--- config.mk ---
export PLATFORM = sky130hd
export DESIGN_NAME = mem_access_sequencer_flat
export DESIGN_NICKNAME = d
export VERILOG_FILES = /design/src/rtl/mem_access_sequencer_if.sv /design/src/rtl/mem_access_sequencer.sv /design/src/flat_wrapper.sv
export SDC_FILE = /design/constraint.sdc
export NUM_CORES = 1
export LEC_CHECK = 0
export ABC_AREA = 0
export BUFFER_PORTS_ARGS = -buffer_cell sky130_fd_sc_hd__buf_4
export CAP_MARGIN = 30
export CORE_AREA = 3 3 40 42
export DETAILED_ROUTE_END_ITERATION = 8
export DIE_AREA = 0 0 43 45
export GPL_TIMING_DRIVEN = 1
export PLACE_DENSITY = 0.37
export REMOVE_ABC_BUFFERS = 1
export SLEW_MARGIN = 20
export SYNTH_ARGS = -nofsm -noshare
export SYNTH_HDL_FRONTEND = slang
export SYNTH_SLANG_ARGS = --single-unit
export TNS_END_PERCENT = 30
--- constraint.sdc ---
create_clock -name clock -period 2.79 [get_ports clock]
set_input_delay 0.279 -clock clock [delete_from_list [all_inputs] [get_ports clock]]
set_output_delay 0.279 -clock clock [all_outputs]
set_load 0.02 [all_outputs]
--- src/rtl/mem_access_sequencer_if.sv ---
// Bundle of MEM-stage control, data-memory handshake and pipeline stall/flush signals.
// master: pipeline/memory side that drives requests and Ready; slave: the sequencer.
interface mem_access_sequencer_if;
  logic M_MemRead;
  logic M_MemWrite;
  logic M_Exception;
  logic DataMem_Ready;
  logic DataMem_Read;
  logic DataMem_Write;
  logic M_Stall;
  logic WB_Stall;
  logic M_Flush;
  logic M_BusError;

  modport master (
    output M_MemRead, M_MemWrite, M_Exception, DataMem_Ready,
    input  DataMem_Read, DataMem_Write, M_Stall, WB_Stall, M_Flush, M_BusError
  );

  modport slave (
    input  M_MemRead, M_MemWrite, M_Exception, DataMem_Ready,
    output DataMem_Read, DataMem_Write, M_Stall, WB_Stall, M_Flush, M_BusError
  );
endinterface

--- src/rtl/mem_access_sequencer.sv ---
// MEM-stage data-memory access sequencer driving strobes and MEM/WB stall/flush; MEMSEQ_TIMEOUT_EN adds a bus timeout.
// Latency: outputs are combinational from state and inputs; zero-wait access when Ready arrives with the request.
// Backpressure: holds M_Stall/WB_Stall while memory is not ready; a timeout ends the access with a flush and bus error.
module mem_access_sequencer #(
  parameter int TIMEOUT_CYCLES = 255,
  parameter int CNT_W          = 8
) (
  input logic                   clock,
  input logic                   reset,
  mem_access_sequencer_if.slave bus
);

  typedef enum logic [1:0] {
    S_IDLE,
    S_WAIT
`ifdef MEMSEQ_TIMEOUT_EN
    , S_ERROR
`endif
  } state_t;

  state_t state;
  state_t state_nxt;

  logic req;
  logic rd_dat;
  logic wr_dat;
  logic stall;
  logic flush;
  logic bus_err;
  logic timeout;

  assign req = bus.M_MemRead | bus.M_MemWrite;

`ifdef MEMSEQ_TIMEOUT_EN
  localparam logic [CNT_W-1:0] CNT_LAST = CNT_W'(TIMEOUT_CYCLES - 1);

  logic [CNT_W-1:0] cnt;

  // Counter restarts every IDLE cycle, so it is zero on entry to WAIT.
  always_ff @(posedge clock or negedge reset) begin
    if (!reset) begin
      cnt <= '0;
    end else if (state == S_IDLE) begin
      cnt <= '0;
    end else if (state == S_WAIT && !bus.DataMem_Ready && cnt != '1) begin
      cnt <= cnt + 1'b1;
    end
  end

  assign timeout = (state == S_WAIT) && !bus.DataMem_Ready && (cnt == CNT_LAST);
`else
  logic unused_cfg;
  assign unused_cfg = (TIMEOUT_CYCLES == CNT_W);
  assign timeout    = 1'b0;
`endif

  always_ff @(posedge clock or negedge reset) begin
    if (!reset) begin
      state <= S_IDLE;
    end else begin
      state <= state_nxt;
    end
  end

  always_comb begin
    state_nxt = state;
    case (state)
      S_IDLE: begin
        if (!bus.M_Exception && req && !bus.DataMem_Ready) begin
          state_nxt = S_WAIT;
        end
      end
      S_WAIT: begin
        if (bus.DataMem_Ready) begin
          state_nxt = S_IDLE;
`ifdef MEMSEQ_TIMEOUT_EN
        end else if (timeout) begin
          state_nxt = S_ERROR;
`endif
        end
      end
`ifdef MEMSEQ_TIMEOUT_EN
      S_ERROR: state_nxt = S_IDLE;
`endif
      default: state_nxt = S_IDLE;
    endcase
  end

  // Store wins when both strobes are requested; reset low forces every output to 0.
  always_comb begin
    rd_dat  = 1'b0;
    wr_dat  = 1'b0;
    stall   = 1'b0;
    flush   = 1'b0;
    bus_err = 1'b0;
    if (reset) begin
      case (state)
        S_IDLE: begin
          if (bus.M_Exception) begin
            flush = 1'b1;
          end else if (req) begin
            wr_dat = bus.M_MemWrite;
            rd_dat = bus.M_MemRead & ~bus.M_MemWrite;
            stall  = ~bus.DataMem_Ready;
          end
        end
        S_WAIT: begin
          wr_dat = bus.M_MemWrite;
          rd_dat = bus.M_MemRead & ~bus.M_MemWrite;
          stall  = ~bus.DataMem_Ready;
        end
`ifdef MEMSEQ_TIMEOUT_EN
        S_ERROR: begin
          flush   = 1'b1;
          bus_err = 1'b1;
        end
`endif
        default: begin
          stall = 1'b0;
        end
      endcase
    end
  end

  assign bus.DataMem_Read  = rd_dat;
  assign bus.DataMem_Write = wr_dat;
  assign bus.M_Stall       = stall;
  assign bus.WB_Stall      = stall;
  assign bus.M_Flush       = flush;
  assign bus.M_BusError    = bus_err;

endmodule

--- src/flat_wrapper.sv ---
// flat-port wrapper written by rule: the top's interface ports become plain ports
module mem_access_sequencer_flat 
#(
  parameter int TIMEOUT_CYCLES = 255,
  parameter int CNT_W          = 8
)
  (clock, reset, bus_M_MemRead, bus_M_MemWrite, bus_M_Exception, bus_DataMem_Ready, bus_DataMem_Read, bus_DataMem_Write, bus_M_Stall, bus_WB_Stall, bus_M_Flush, bus_M_BusError);
  mem_access_sequencer_if bus_i ();
  input logic clock;
  input logic reset;
  input wire logic [$bits(bus_i.M_MemRead)-1:0] bus_M_MemRead;
  input wire logic [$bits(bus_i.M_MemWrite)-1:0] bus_M_MemWrite;
  input wire logic [$bits(bus_i.M_Exception)-1:0] bus_M_Exception;
  input wire logic [$bits(bus_i.DataMem_Ready)-1:0] bus_DataMem_Ready;
  output wire logic [$bits(bus_i.DataMem_Read)-1:0] bus_DataMem_Read;
  output wire logic [$bits(bus_i.DataMem_Write)-1:0] bus_DataMem_Write;
  output wire logic [$bits(bus_i.M_Stall)-1:0] bus_M_Stall;
  output wire logic [$bits(bus_i.WB_Stall)-1:0] bus_WB_Stall;
  output wire logic [$bits(bus_i.M_Flush)-1:0] bus_M_Flush;
  output wire logic [$bits(bus_i.M_BusError)-1:0] bus_M_BusError;
  assign bus_i.M_MemRead = bus_M_MemRead;
  assign bus_i.M_MemWrite = bus_M_MemWrite;
  assign bus_i.M_Exception = bus_M_Exception;
  assign bus_i.DataMem_Ready = bus_DataMem_Ready;
  assign bus_DataMem_Read = bus_i.DataMem_Read;
  assign bus_DataMem_Write = bus_i.DataMem_Write;
  assign bus_M_Stall = bus_i.M_Stall;
  assign bus_WB_Stall = bus_i.WB_Stall;
  assign bus_M_Flush = bus_i.M_Flush;
  assign bus_M_BusError = bus_i.M_BusError;
  mem_access_sequencer #(.TIMEOUT_CYCLES(TIMEOUT_CYCLES), .CNT_W(CNT_W)) u_core (.clock(clock), .reset(reset), .bus(bus_i));
endmodule
Word-level counts from Yosys, hierarchy flattened

Index checks and enable logic that the tools add are counted.

Bitwise gates (word level): 4
Reduce and logical (&&, ||, !) cells: 6
Mux-type cells: 18
Equality and inequality tests: 3

Operators with widths:

| operator           | number |
|---|---|
| $mux 1             | 12 |
| $pmux 1 s2         | 3 |
| $mux 2             | 2 |
| $pmux 2 s2         | 1 |
| $eq 2x1->1 const B | 1 |
| $logic_and 1x1->1  | 2 |
| $logic_not 1->1    | 2 |
| $logic_not 2->1    | 1 |
| $ne 2x1->1 const B | 1 |
| $ne 2x2->1 const B | 1 |
| $not 1->1          | 2 |
| $reduce_and 2->1   | 1 |
| $and 1x1->1        | 1 |
| $or 1x1->1         | 1 |

Flip-flop bits (word level): 2
Output and inout port bits: 6
Logic and storage cells: 32

Longest topological paths before layout

Word-level depth: 6
Gate-level depth with buffers: 3
Depth with buffers taken out: 2

Worst setup path before layout

Ideal clock, no wire load.

Path kind: flip-flop to output port
Start: register u_core.state[0]
End: output bus_WB_Stall
Arrival time: 1.216 ns
Setup slack: 1.295 ns
Required time: 2.511 ns
Stages on the path, launching flop included: 4
Path through: dfrtp_1 -> nor2b_4 -> nor4b_2 -> buf_4

Word-level cells in the longest chain between the ends: 3

RTL lines:

| element                                       | line                       | source |
|---|---|---|
| from (decl)                                   | mem_access_sequencer.sv:21 | `state_t state;` |
| from (signal assigned)                        | mem_access_sequencer.sv:61 | `state <= state_nxt;` |
| $eq 2x1->1 or $logic_not 2->1 (tied branches) | mem_access_sequencer.sv:97 | `case (state)` |
| $pmux 1 s2 *                                  | mem_access_sequencer.sv:97 |  |
| $mux 1 *                                      | mem_access_sequencer.sv:96 | `if (reset) begin` |
| to (decl)                                     | flat_wrapper.sv:18         | `output wire logic [$bits(bus_i.WB_Stall)-1:0] bus_WB_Stall;` |

Every way passes the cells marked *; elsewhere a longest branch is shown, timed or not.

Worst setup path after layout

Start: input bus_M_Exception
End: output bus_WB_Stall

Word-level cells in the longest chain between the ends: 3

RTL lines:

| element     | line                       | source |
|---|---|---|
| from (decl) | flat_wrapper.sv:13         | `input wire logic [$bits(bus_i.M_Exception)-1:0] bus_M_Exception;` |
| $mux 1      | mem_access_sequencer.sv:99 | `if (bus.M_Exception) begin` |
| $pmux 1 s2  | mem_access_sequencer.sv:97 |  |
| $mux 1      | mem_access_sequencer.sv:96 |  |

Every way passes these cells.

==> impl_summary.txt <==
----------------------------------------------------
[Synthesis]
  Average cell area after synthesis ... roughly 11 sq um
  Biggest area contributors in the synthesized netlist ... sky130_fd_sc_hd__dfrtp_1 (20%), sky130_fd_sc_hd__nor4bb_4 (20%), sky130_fd_sc_hd__buf_4 (12%)
  Main synth FF type ... sky130_fd_sc_hd__dfrtp_1
  Syn. warnings ... 0
  Leading area contributor after synthesis ... sky130_fd_sc_hd__dfrtp_1
  Sequential fraction of the synthesis area ... 0.2041
  Ys async rst share ... 1.000
  Number of flip-flops and latches in the synthesized netlist ... 1
  Number of instances in the synthesized netlist ... 11
  Netlist area before placement ... 122.6 sq um
  Synth top area share ... 0.2041
  Distinct cell type count after synthesis ... 9
  Commonest cells in the netlist ... sky130_fd_sc_hd__buf_4 (2), sky130_fd_sc_hd__nor3_1 (2)
  Number of flops mapped to enable cells by yosys ... 0

[Floorplanning]
  Initial standard-cell utilization of the core ... 0.09542
  Die footprint ... between 0.0015 and 0.002 sq mm
  I/O pin total ... 12
  Die X ... 43 um
  Die Y ... approximately 45 um
  Area of the core ... 0.001285 sq mm
  Site Rows ... 13

[Pwr]
  PD cells ... approximately 220 mW/mm^2
  LEAKAGE ... ~0.1 nW
  Highest ir drop seen on vdd ... roughly 0.00009 V

[Timing]
  Min Clock Period, post-route ... 1.309 ns
  Final max-slew violation count ... 0
  F_max ... ~0.76 GHz
  RSZ-0062 raised after global routing ... no
  Worst clock skew ... 0 ns
  Post-route setup TNS ... 0 ns
  Count of final setup violators ... 0
  Final worst path period share ... 0.4691
  Number of hold violations in the final report ... 0

[GRT]
  Largest net degree at the start of global routing ... 6
  Vias in the first global route ... between 100 and 150
  Wire length of the first global-routing pass ... around 470 um
  Overflow after GRT ... 0
  Antenna violations before repair ... 0
  GRT Total Usage ... 0.02993

[Placed design]
  GP Congestion ... ~0.71
  Port bufs ... 10
  Placed cell areas ... 201.4 sq um

[CTS]
  Hold-fix buffers at CTS ... 0
  Post CTS Setup Buffer Count ... 0
  Clock latency on the worst-skew pair ... 0 ns
  Clock transition at the registers of the reported paths ... 0 ns
  Number of instances resized during post-cts repair ... 0

[Routing]
  Detailed-route wire length ... 276 um
  Via Count ... 100
  Number of DRC markers after the initial detailed-route iteration ... 0
  Number of detailed-routing iterations run before antenna repair ... 1
  Number of nets with antenna violations after routing ... 0
  # DRC ... 0
  Routed wirelength normalized by instance count ... 8.118 um
  Post-DR vias/cell ... between 2 and 3

[Final layout]
  Relative area change from synthesis to final layout ... 64.29%
  Flip-flop count of the largest register after layout ... 1
  Antenna diodes ... 0
  Net count, final ... 27
  Total non-filler cell area in the finished layout ... 201.4 sq um
  Largest registers ... u_core.state (1)
  Area of all sequential standard cells ... 25.02 sq um
  Most flop-heavy register ... u_core.state
  Multi-input gate area in the final layout ... ~83 sq um
  Number of filler cells placed in the layout ... 151
  Fraction of final layout cells sized beyond drive strength 1 ... 0.6842

[Worst setup path]
  Sort of element at the end of the critical path ... output port
  Crit path max fanout ... 5
  Startpoint Class ... input port
  Critical path type ... input port to output port
  Worst path arrival time ... slightly above 1 ns
  Required time at the worst-slack endpoint ... 2.51 ns

[Flow run]
  Max Cap Viol ... 0

[Worst hold path]
  Hold/Removal Path Class ... input port to asynchronous set/reset pin

[Status]
  Outcome ... completed

----------------------------------------------------
## kinds of logic after synthesis
group,synth area share
and+or+nand+nor,0.6428
buffers and inverters,0.1224
DFF,0.2040
other,0.03058
## through the flow
| step | hold slack [ns] | worst slack (ns) | total power [mW] | util | instances |
|---|---|---|---|---|---|
| floorplan | -0.01659 | 1.273 | 0.03191 | - | 9 |
| global placement | 0.07220 | 1.518 | 0.04537 | 0.1568 | 34 |
| detailed placement | 0.07342 | 1.458 | 0.04563 | 0.1568 | 34 |
| CTS | 0.07342 | 1.458 | 0.04565 | 0.1568 | 34 |
| global route | 0.07865 | 1.415 | 0.04756 | 0.1568 | 34 |
| finish | 0.07152 | 1.481 | 0.04527 | 0.1568 | 34 |
## cell usage in the layout, fill, tap and decap left out, drive strengths merged
cell and count:
and2 1, and3b 1, buf 10, conb 1, dfrtp 1, nor2b 1, nor3 2, nor4b 1
nor4bb 1
## routing by layer
layer | vias to the layer above | GRT usage | share of wire
met1 | 37 | 0.04556 | 0.54
met4 | 0 | 0 | 0
met2 | 11 | 0.03593 | 0.23
li1 | 52 | - | -
met5 | - | 0 | 0
met3 | 0 | 0.01992 | 0.23
## where the power goes
part | internal (mW) | switching, mW | leakage (nW)
Combinational | 0.0147 | 0.0135 | 0.0868
Clock | 0 | 0 | 0
Sequential | 0.0158 | 0.00113 | 0.0129
## worst paths after layout
kind,start,endpoint,slack [ns],depth (start not counted)
worst max-delay path,bus_M_Exception,bus_WB_Stall,1.48,4
worst min-delay path,reset,u_core.state[0],0.07,1
worst max register to register,u_core.state[0],u_core.state[0],1.90,2
worst min register to register,u_core.state[0],u_core.state[0],0.65,2
max in group asynchronous,reset,u_core.state[0],2.62,1
min in group clock,bus_DataMem_Ready,u_core.state[0],0.46,2
## area by class of cell
type	count	share of cell area
sequential	1	0.1242
timing repair buffer	10	0.3727
tap	15	0.09317
multi-input combinational	8	0.4099
## worst max-delay path: stages
cell and delay, ns:
sky130_fd_sc_hd__buf_4 0.11, sky130_fd_sc_hd__nor2b_4 0.14, sky130_fd_sc_hd__nor4b_2 0.31, sky130_fd_sc_hd__buf_4 0.20
Power figures use the tool's default switching activity.
